**src/rtl/sap_pkg.sv**
```systemverilog
// Shared definitions for the program loader: state encoding, clear length and program RAM depth.
package sap_pkg;

  typedef enum logic [2:0] {
    ST_IDLE,
    ST_CLEAR,
    ST_LOAD,
    ST_RUN,
    ST_ERR
  } state_t;

  localparam int CLR_CYCLES = 2;
  localparam int MEM_DEPTH  = 16;
  localparam int ADDR_W     = 4;
  localparam int DATA_W     = 8;
  localparam int CNT_W      = 5;

endpackage

```
**src/rtl/prog_loader.sv**
```systemverilog
// Program loader: clears the CPU, streams host bytes into program RAM, then releases the CPU.
// Optional feature macro LOADER_CHECKSUM_EN: final host byte is a mod-256 checksum instead of data.
module prog_loader
  import sap_pkg::*;
(
  input  logic              clk,
  input  logic              low_clr,
  input  logic              start,
  input  logic              in_valid,
  input  logic [DATA_W-1:0] in_data,
  input  logic              in_last,
  output logic              in_ready,
  output logic [ADDR_W-1:0] ram_addr,
  output logic [DATA_W-1:0] ram_data,
  output logic              low_ram_we,
  output logic              cpu_clr,
  output logic              run,
  output logic              busy,
  output logic              done,
  output logic              err,
  output logic [CNT_W-1:0]  byte_count
);

  state_t            state_q;
  state_t            state_d;
  logic [1:0]        clr_cnt_q;
  logic              fin_q;
  logic [ADDR_W-1:0] wr_addr_q;
  logic              accept;
  logic              do_write;
  logic              clr_entry;
`ifdef LOADER_CHECKSUM_EN
  logic [DATA_W-1:0] sum_q;
`endif

  assign accept    = in_valid && in_ready;
  assign clr_entry = (state_d == ST_CLEAR) && (state_q != ST_CLEAR);

  always_ff @(posedge clk or negedge low_clr) begin
    if (!low_clr) begin
      state_q <= ST_IDLE;
    end else begin
      state_q <= state_d;
    end
  end

  // fin_q marks the write cycle of the final byte: the loader stops accepting and enters RUN next.
  always_comb begin
    state_d  = state_q;
    do_write = 1'b0;
    in_ready = 1'b0;
    cpu_clr  = 1'b1;
    run      = 1'b0;
    busy     = 1'b0;
    err      = 1'b0;
    case (state_q)
      ST_IDLE: begin
        if (start) state_d = ST_CLEAR;
      end
      ST_CLEAR: begin
        busy = 1'b1;
        if (clr_cnt_q == 2'(CLR_CYCLES - 1)) state_d = ST_LOAD;
      end
      ST_LOAD: begin
        busy     = 1'b1;
        in_ready = !fin_q;
        if (fin_q) begin
          state_d = ST_RUN;
        end else if (accept) begin
`ifdef LOADER_CHECKSUM_EN
          if (in_last) begin
            state_d = (sum_q == in_data) ? ST_RUN : ST_ERR;
          end else if (byte_count == CNT_W'(MEM_DEPTH)) begin
            state_d = ST_ERR;
          end else begin
            do_write = 1'b1;
          end
`else
          if (byte_count == CNT_W'(MEM_DEPTH)) begin
            state_d = ST_ERR;
          end else begin
            do_write = 1'b1;
          end
`endif
        end
      end
      ST_RUN: begin
        cpu_clr = 1'b0;
        run     = 1'b1;
        if (start) state_d = ST_CLEAR;
      end
      ST_ERR: begin
        err = 1'b1;
        if (start) state_d = ST_CLEAR;
      end
      default: begin
        state_d = ST_IDLE;
      end
    endcase
  end

  // Write port is registered: an acceptance produces exactly one strobe cycle right after it.
  always_ff @(posedge clk or negedge low_clr) begin
    if (!low_clr) begin
      low_ram_we <= 1'b1;
      ram_addr   <= '0;
      ram_data   <= '0;
      wr_addr_q  <= '0;
      byte_count <= '0;
      clr_cnt_q  <= '0;
      fin_q      <= 1'b0;
      done       <= 1'b0;
    end else begin
      low_ram_we <= !do_write;
      fin_q      <= do_write && in_last;
      done       <= (state_d == ST_RUN) && (state_q != ST_RUN);
      if (do_write) begin
        ram_addr   <= wr_addr_q;
        ram_data   <= in_data;
        wr_addr_q  <= wr_addr_q + 1'b1;
        byte_count <= byte_count + 1'b1;
      end
      if (clr_entry) begin
        clr_cnt_q  <= '0;
        wr_addr_q  <= '0;
        byte_count <= '0;
      end else if (state_q == ST_CLEAR) begin
        clr_cnt_q  <= clr_cnt_q + 1'b1;
      end
    end
  end

`ifdef LOADER_CHECKSUM_EN
  always_ff @(posedge clk or negedge low_clr) begin
    if (!low_clr) begin
      sum_q <= '0;
    end else if (clr_entry) begin
      sum_q <= '0;
    end else if (do_write) begin
      sum_q <= sum_q + in_data;
    end
  end
`endif

endmodule
```
**config.mk**
```make
export PLATFORM = sky130hd
export DESIGN_NAME = prog_loader
export DESIGN_NICKNAME = d
export VERILOG_FILES = /design/src/rtl/sap_pkg.sv /design/src/rtl/prog_loader.sv
export SDC_FILE = /design/constraint.sdc
export NUM_CORES = 1
export LEC_CHECK = 0
export ABC_AREA = 1
export CORE_MARGIN = 5
export CORE_UTILIZATION = 25
export CTS_CLUSTER_SIZE = 28
export DETAILED_ROUTE_END_ITERATION = 8
export GPL_TIMING_DRIVEN = 0
export PLACE_DENSITY_LB_ADDON = 0.12
export SLEW_MARGIN = 5
export SYNTH_ARGS = -nofsm -noshare
export SYNTH_HDL_FRONTEND = slang
export SYNTH_SLANG_ARGS = --single-unit
```
**constraint.sdc**
```tcl
create_clock -name clk -period 3.75 [get_ports clk]
set_input_delay 0.9375 -clock clk [delete_from_list [all_inputs] [get_ports clk]]
set_output_delay 0.9375 -clock clk [all_outputs]
set_load 0.01 [all_outputs]
```
Yosys cells after proc, flatten, opt, wreduce, memory -nomap -nowiden. Index checks and enable logic that the tools add are counted.

Register bits after elaboration: 29. Bits of input ports: 13. Output and inout bits: 24. Word-level logic and storage cells: 54.

Add/sub/neg operators: 3. Equality and inequality tests: 10. Mux-type cells: 21. Reductions and logical operators: 11.

Operator list (number): two-way mux 3 bit (5); two-way mux 5 bit (2); equality test 3 x 2 -> 1 bit, second input constant (3); two-way mux 1 bit (9); case mux 3 bit (3 select lines) (1); two-way mux 4 bit (2); equality test 3 x 1 -> 1 bit, second input constant (2); adder 5 x 1 -> 5 bit, second input constant (1); equality test 5 bit, second input constant (1); adder 4 x 1 -> 4 bit, second input constant (1); logical AND 1 bit (4); two-way mux 2 bit (2); nonzero test 2 bit (2); equality test 3 bit, second input constant (1); logical NOT 3 bit (1); inequality test 3 x 1 -> 1 bit, second input constant (1); inequality test 3 x 2 -> 1 bit, second input constant (1); OR reduction 3 bit (1); adder 2 x 1 -> 2 bit, second input constant (1); equality test 2 x 1 -> 1 bit, second input constant (1); logical NOT 1 bit (2); OR reduction 2 bit (1).

Depth between registers and ports, before layout.
Depth in word-level cells: 9. Mapped depth: 12. Mapped depth without buffers: 11.

Least setup slack after synthesis. Ideal clock, no wire load.

Path kind: input port to flip-flop. Start point: in in_valid. End point: reg ram_addr[0]. Setup time: 0.118 ns. Arrival: 1.605 ns. Required time: 3.632 ns. Setup slack: 2.027 ns. Cell stages on the path: 6. Path buffers: 1. Cell sequence: nand4_2 -> nor2_4 -> inv_1 -> buf_2 -> nand2_1 -> nand2_1.

Longest elaborated chain between the ends: 4.

RTL lines: start, declared (RTL line prog_loader.sv:9) `input logic in_valid,`; logical AND 1 bit (RTL line prog_loader.sv:36) `assign accept = in_valid && in_ready;`; two-way mux 1 bit (RTL line prog_loader.sv:69) `end else if (accept) begin`; two-way mux 1 bit (RTL line prog_loader.sv:67) `if (fin_q) begin`; two-way mux 1 bit (RTL line prog_loader.sv:56) `case (state_q)`; end signal, assigned (RTL line prog_loader.sv:118) `ram_addr <= wr_addr_q;`; end, declared (RTL line prog_loader.sv:13) `output logic [ADDR_W-1:0] ram_addr,`.

Every way passes these cells. A chain may end at the register's enable or synchronous reset.

Worst setup path after layout.
Start point: reg state_q[1]. End point: out busy.

Longest elaborated chain between the ends: 3. Elaborated cells between the ends (all ways): 4. Those cells by class: eq/ne: 2; mux: 1; reduce/logical: 1.

RTL lines: start, declared (RTL line prog_loader.sv:24) `state_t state_q;`; start signal, assigned (RTL line prog_loader.sv:43) `state_q <= state_d;`; equality test 3 x 1 -> 1 bit / equality test 3 x 2 -> 1 bit (equally long branches) (RTL line prog_loader.sv:56); OR reduction 2 bit (no source line) *; two-way mux 1 bit * (RTL line prog_loader.sv:56); end, declared (RTL line prog_loader.sv:18) `output logic busy,`.

Every way passes the cells marked *; elsewhere a longest branch is shown, timed or not.

==> qor.csv <==
stage;metric;value;unit
global_route;vias in the first global route;1134;
setup_path;Startpoint Class;register;
placement;routability cong.;0.7227;
global_route;GRT Overall Usage;0.09748;
timing;final hold slack;0.4662;ns
power;leak pwr;1.025;nW
synthesis;largest family of logic cells by synthesized area;simple AND/OR/NAND/NOR gates;
placement;DP HPWL;2.306;mm
synthesis;Cell variety after synth;26;
cts;H-tree level count;2;
timing;Worst Skew;0.001974;ns
drt;Vias;1138;
timing;fin crit period;2.570;ns
timing;Fmax;0.3890;GHz
placement;PortBufs;36;
drt;post-DR vias/cell;3.951;
synthesis;compound-cell area share of the yosys netlist;0.04152;
floorplanning;core area;5574;um^2
floorplanning;die span in y;86.06;um
global_route;initial antenna violation count;0;
global_route;total gr overflow;0;
setup_path;CP Launch Point;state_q[1];
synthesis;Post-synth EDFFs;0;
drt;per-cell routed wire length;10.88;um
finish;Syn-to-layout area delta;38.84;%
drt;DRC;0;
global_route;first-pass GRT wire length;5.526;mm
setup_path;capturing point of the worst reg2reg path;byte_count[4];
timing;final cycle utilization of the critical path;0.6854;
finish;Final #Nets;232;
synthesis;adder-cell share of the synthesized area;0.03460;
finish;antenna cells;0;
timing;setup TNS;0;ns
timing;Setup-failing EPs final;0;
drt;routed wire length;3.132;mm
cts;worst-skew pair later-pin latency;0.28;ns
setup_path;Max FO, Critical Path;7;
floorplanning;Initial Util;0.2595;
synthesis;Synth Register Bits;29;
power;PwrDens;689.3;nW/um^2
floorplanning;# IOs;37;
synthesis;syn_nets;189;
cts;post-cts sizing count;0;
timing;Slew Viols, Final;0;
floorplanning;die area;7406;um^2
synthesis;most frequent cells after synthesis;nand2_1 (64), inv_1 (29), dfrtp_1 (28), nor2_1 (7), o21ai_0 (7);
timing;Worst slew margin;0.5593;
finish;layout cells sized above 1;0.1250;
drt;initial DRC count;54;
synthesis;xor-xnor portion of the synthesized cell area;0.01211;
floorplanning;Row Count;27;
setup_path;r2r worst-path depth;9;
synthesis;share of synthesized area occupied by flip-flops and latches;0.5026;
timing;Hold Fails Final Rpt;0;
run;MaxCap Viol Count;0;
cts;CTS tree;yes;
drt;DRT antenna net count;0;
drt;first drt pass iteration count;4;
power;Max VDD drop;0.2462;mV
synthesis;Synth Flop Type;dfrtp_1;
synthesis;post-synthesis mux area share;0;
run_status;outcome;finished clean;
synthesis;asr flop ratio synth;1.000;
setup_path;worst r2r src;byte_count[0];
cts;Num CTS Buffers;5;
synthesis;synthesized area;1446;um^2
floorplanning;Die Width;86.06;um
setup_path;crit path DAT;1.63;ns
setup_path;CP endpoint;busy;
synthesis;simple-gate portion of the synthesized area;0.3140;
synthesis;Synth area leader;dfrtp_1;
synthesis;share of the synthesized area in the top cell type;0.4844;
cts;clk root buf;clkbuf_8;
timing;Worst Max-Slew Pin Slew;0.6611;ns
setup_path;reg-to-reg slack, setup;2.12;ns
cts;clk sinks;29;
synthesis;syn avg cell area;8.409;um^2
worst_hold_path;Hold Crit Class;register to register;
setup_path;crit end category;primary output;
cts;Bufs on Longest Clock Path;2;
synthesis;most frequent cell after synthesis;nand2_1;
cts;clk slew on worst S/H paths;0.06;ns
cts;CTS Hold Buffers Added;0;
synthesis;Syn Inst Count;172;
timing;unrepaired setup endpoints after global routing;no;
synthesis;count of warnings emitted by yosys;0;
synthesis;ranking of synthesized cells by area;dfrtp_1 (48%), nand2_1 (17%), inv_1 (7.5%), ha_1 (3.5%), o21ai_0 (2.4%);
setup_path;Setup CP Type;register to primary output;
cts;Post-CTS Setup Bufs;0;
global_route;pin count of the biggest net entering global routing;30;
setup_path;Worst Path Required;2.81;ns
[report_power, final]
group	internal, W	switching, W	total, W
registers	0.000408	0.0000648	0.000473
logic	0.000280	0.000297	0.000577
clock network	0.000216	0.000118	0.000334
total	0.000905	0.000480	0.00138
[area by class of cell]
class | count | area, um^2
timing repair buffer | 36 | 355.3
inverter | 31 | 116.4
buffer | 3 | 21.27
clock inverter | 1 | 30.03
multi-input combinational | 109 | 581.8
fill | 587 | 3566
sequential | 29 | 726.9
clock buffer | 7 | 86.33
tap | 72 | 90.09
[worst min-delay path by stage]
stage	startpoint	to	slack, ns	depth (start not counted)
4_1_cts	ram_data[3]	ram_data[3]	0.47	2
6_report	ram_data[6]	ram_data[6]	0.47	2
2_1_floorplan	clr_cnt_q[1]	clr_cnt_q[1]	0.47	2
3_5_place_dp	ram_data[3]	ram_data[3]	0.46	2
5_1_grt	ram_addr[0]	ram_addr[0]	0.50	2
3_3_place_gp	ram_data[6]	ram_data[6]	0.45	2
[critical path, stage by stage (launching register included)]
cell	delay, ns
dfrtp_1	0.44
inv_1	0.09
nand3_2	0.17
nand2_1	0.11
clkdlybuf4s50_1	0.53
[state kept, by name (all words and copies together), names as in the netlist]
signal / flops
wr_addr_q: 4
ram_data: 8
state_q: 3
fin_q: 1
byte_count: 5
low_ram_we: 1
done: 1
ram_addr: 4
clr_cnt_q: 2
[cell families after synthesis]
logic type | after synthesis
flops | 29
buf+inv | 34
fa+ha+maj | 4
compound gates | 9
xor+xnor | 2
simple gates | 94
[per-layer routing]
layer  track usage  part of all wire  wire length (um)  vias to the layer above
li1              -                 -                 -                      603
met1        0.1165              0.45              1411                      509
met2        0.1472              0.46              1451                       19
met3       0.04227             0.063               197                        7
met4       0.05180             0.023                71                        0
met5             0                 0                 0                        -
[placed cells by master (no fill, tap or decap), types with 3 or more instances in the layout]
master,count
nand3_1,5
buf_2,3
nor3_1,3
inv_1,29
nand2_1,64
dfrtp_1,28
ha_1,4
clkbuf_8,6
nor2_1,7
clkdlybuf4s50_1,35
o21ai_0,7
[through the flow]
| stage | setup slack [ns] | instances | util | instance area (um^2) | total power [W] |
|---|---|---|---|---|---|
| floorplan | 2.027 | 172 | - | 1446 | 0.0008097 |
| global placement | 1.093 | 280 | 0.3403 | 1897 | 0.001073 |
| detailed placement | 1.369 | 280 | 0.3394 | 1892 | 0.001071 |
| CTS | 1.146 | 288 | 0.3603 | 2008 | 0.001420 |
| global route | 1.037 | 288 | 0.3603 | 2008 | 0.001511 |
| finish | 1.180 | 288 | 0.3603 | 2008 | 0.001384 |
Power figures use the tool's default switching activity.
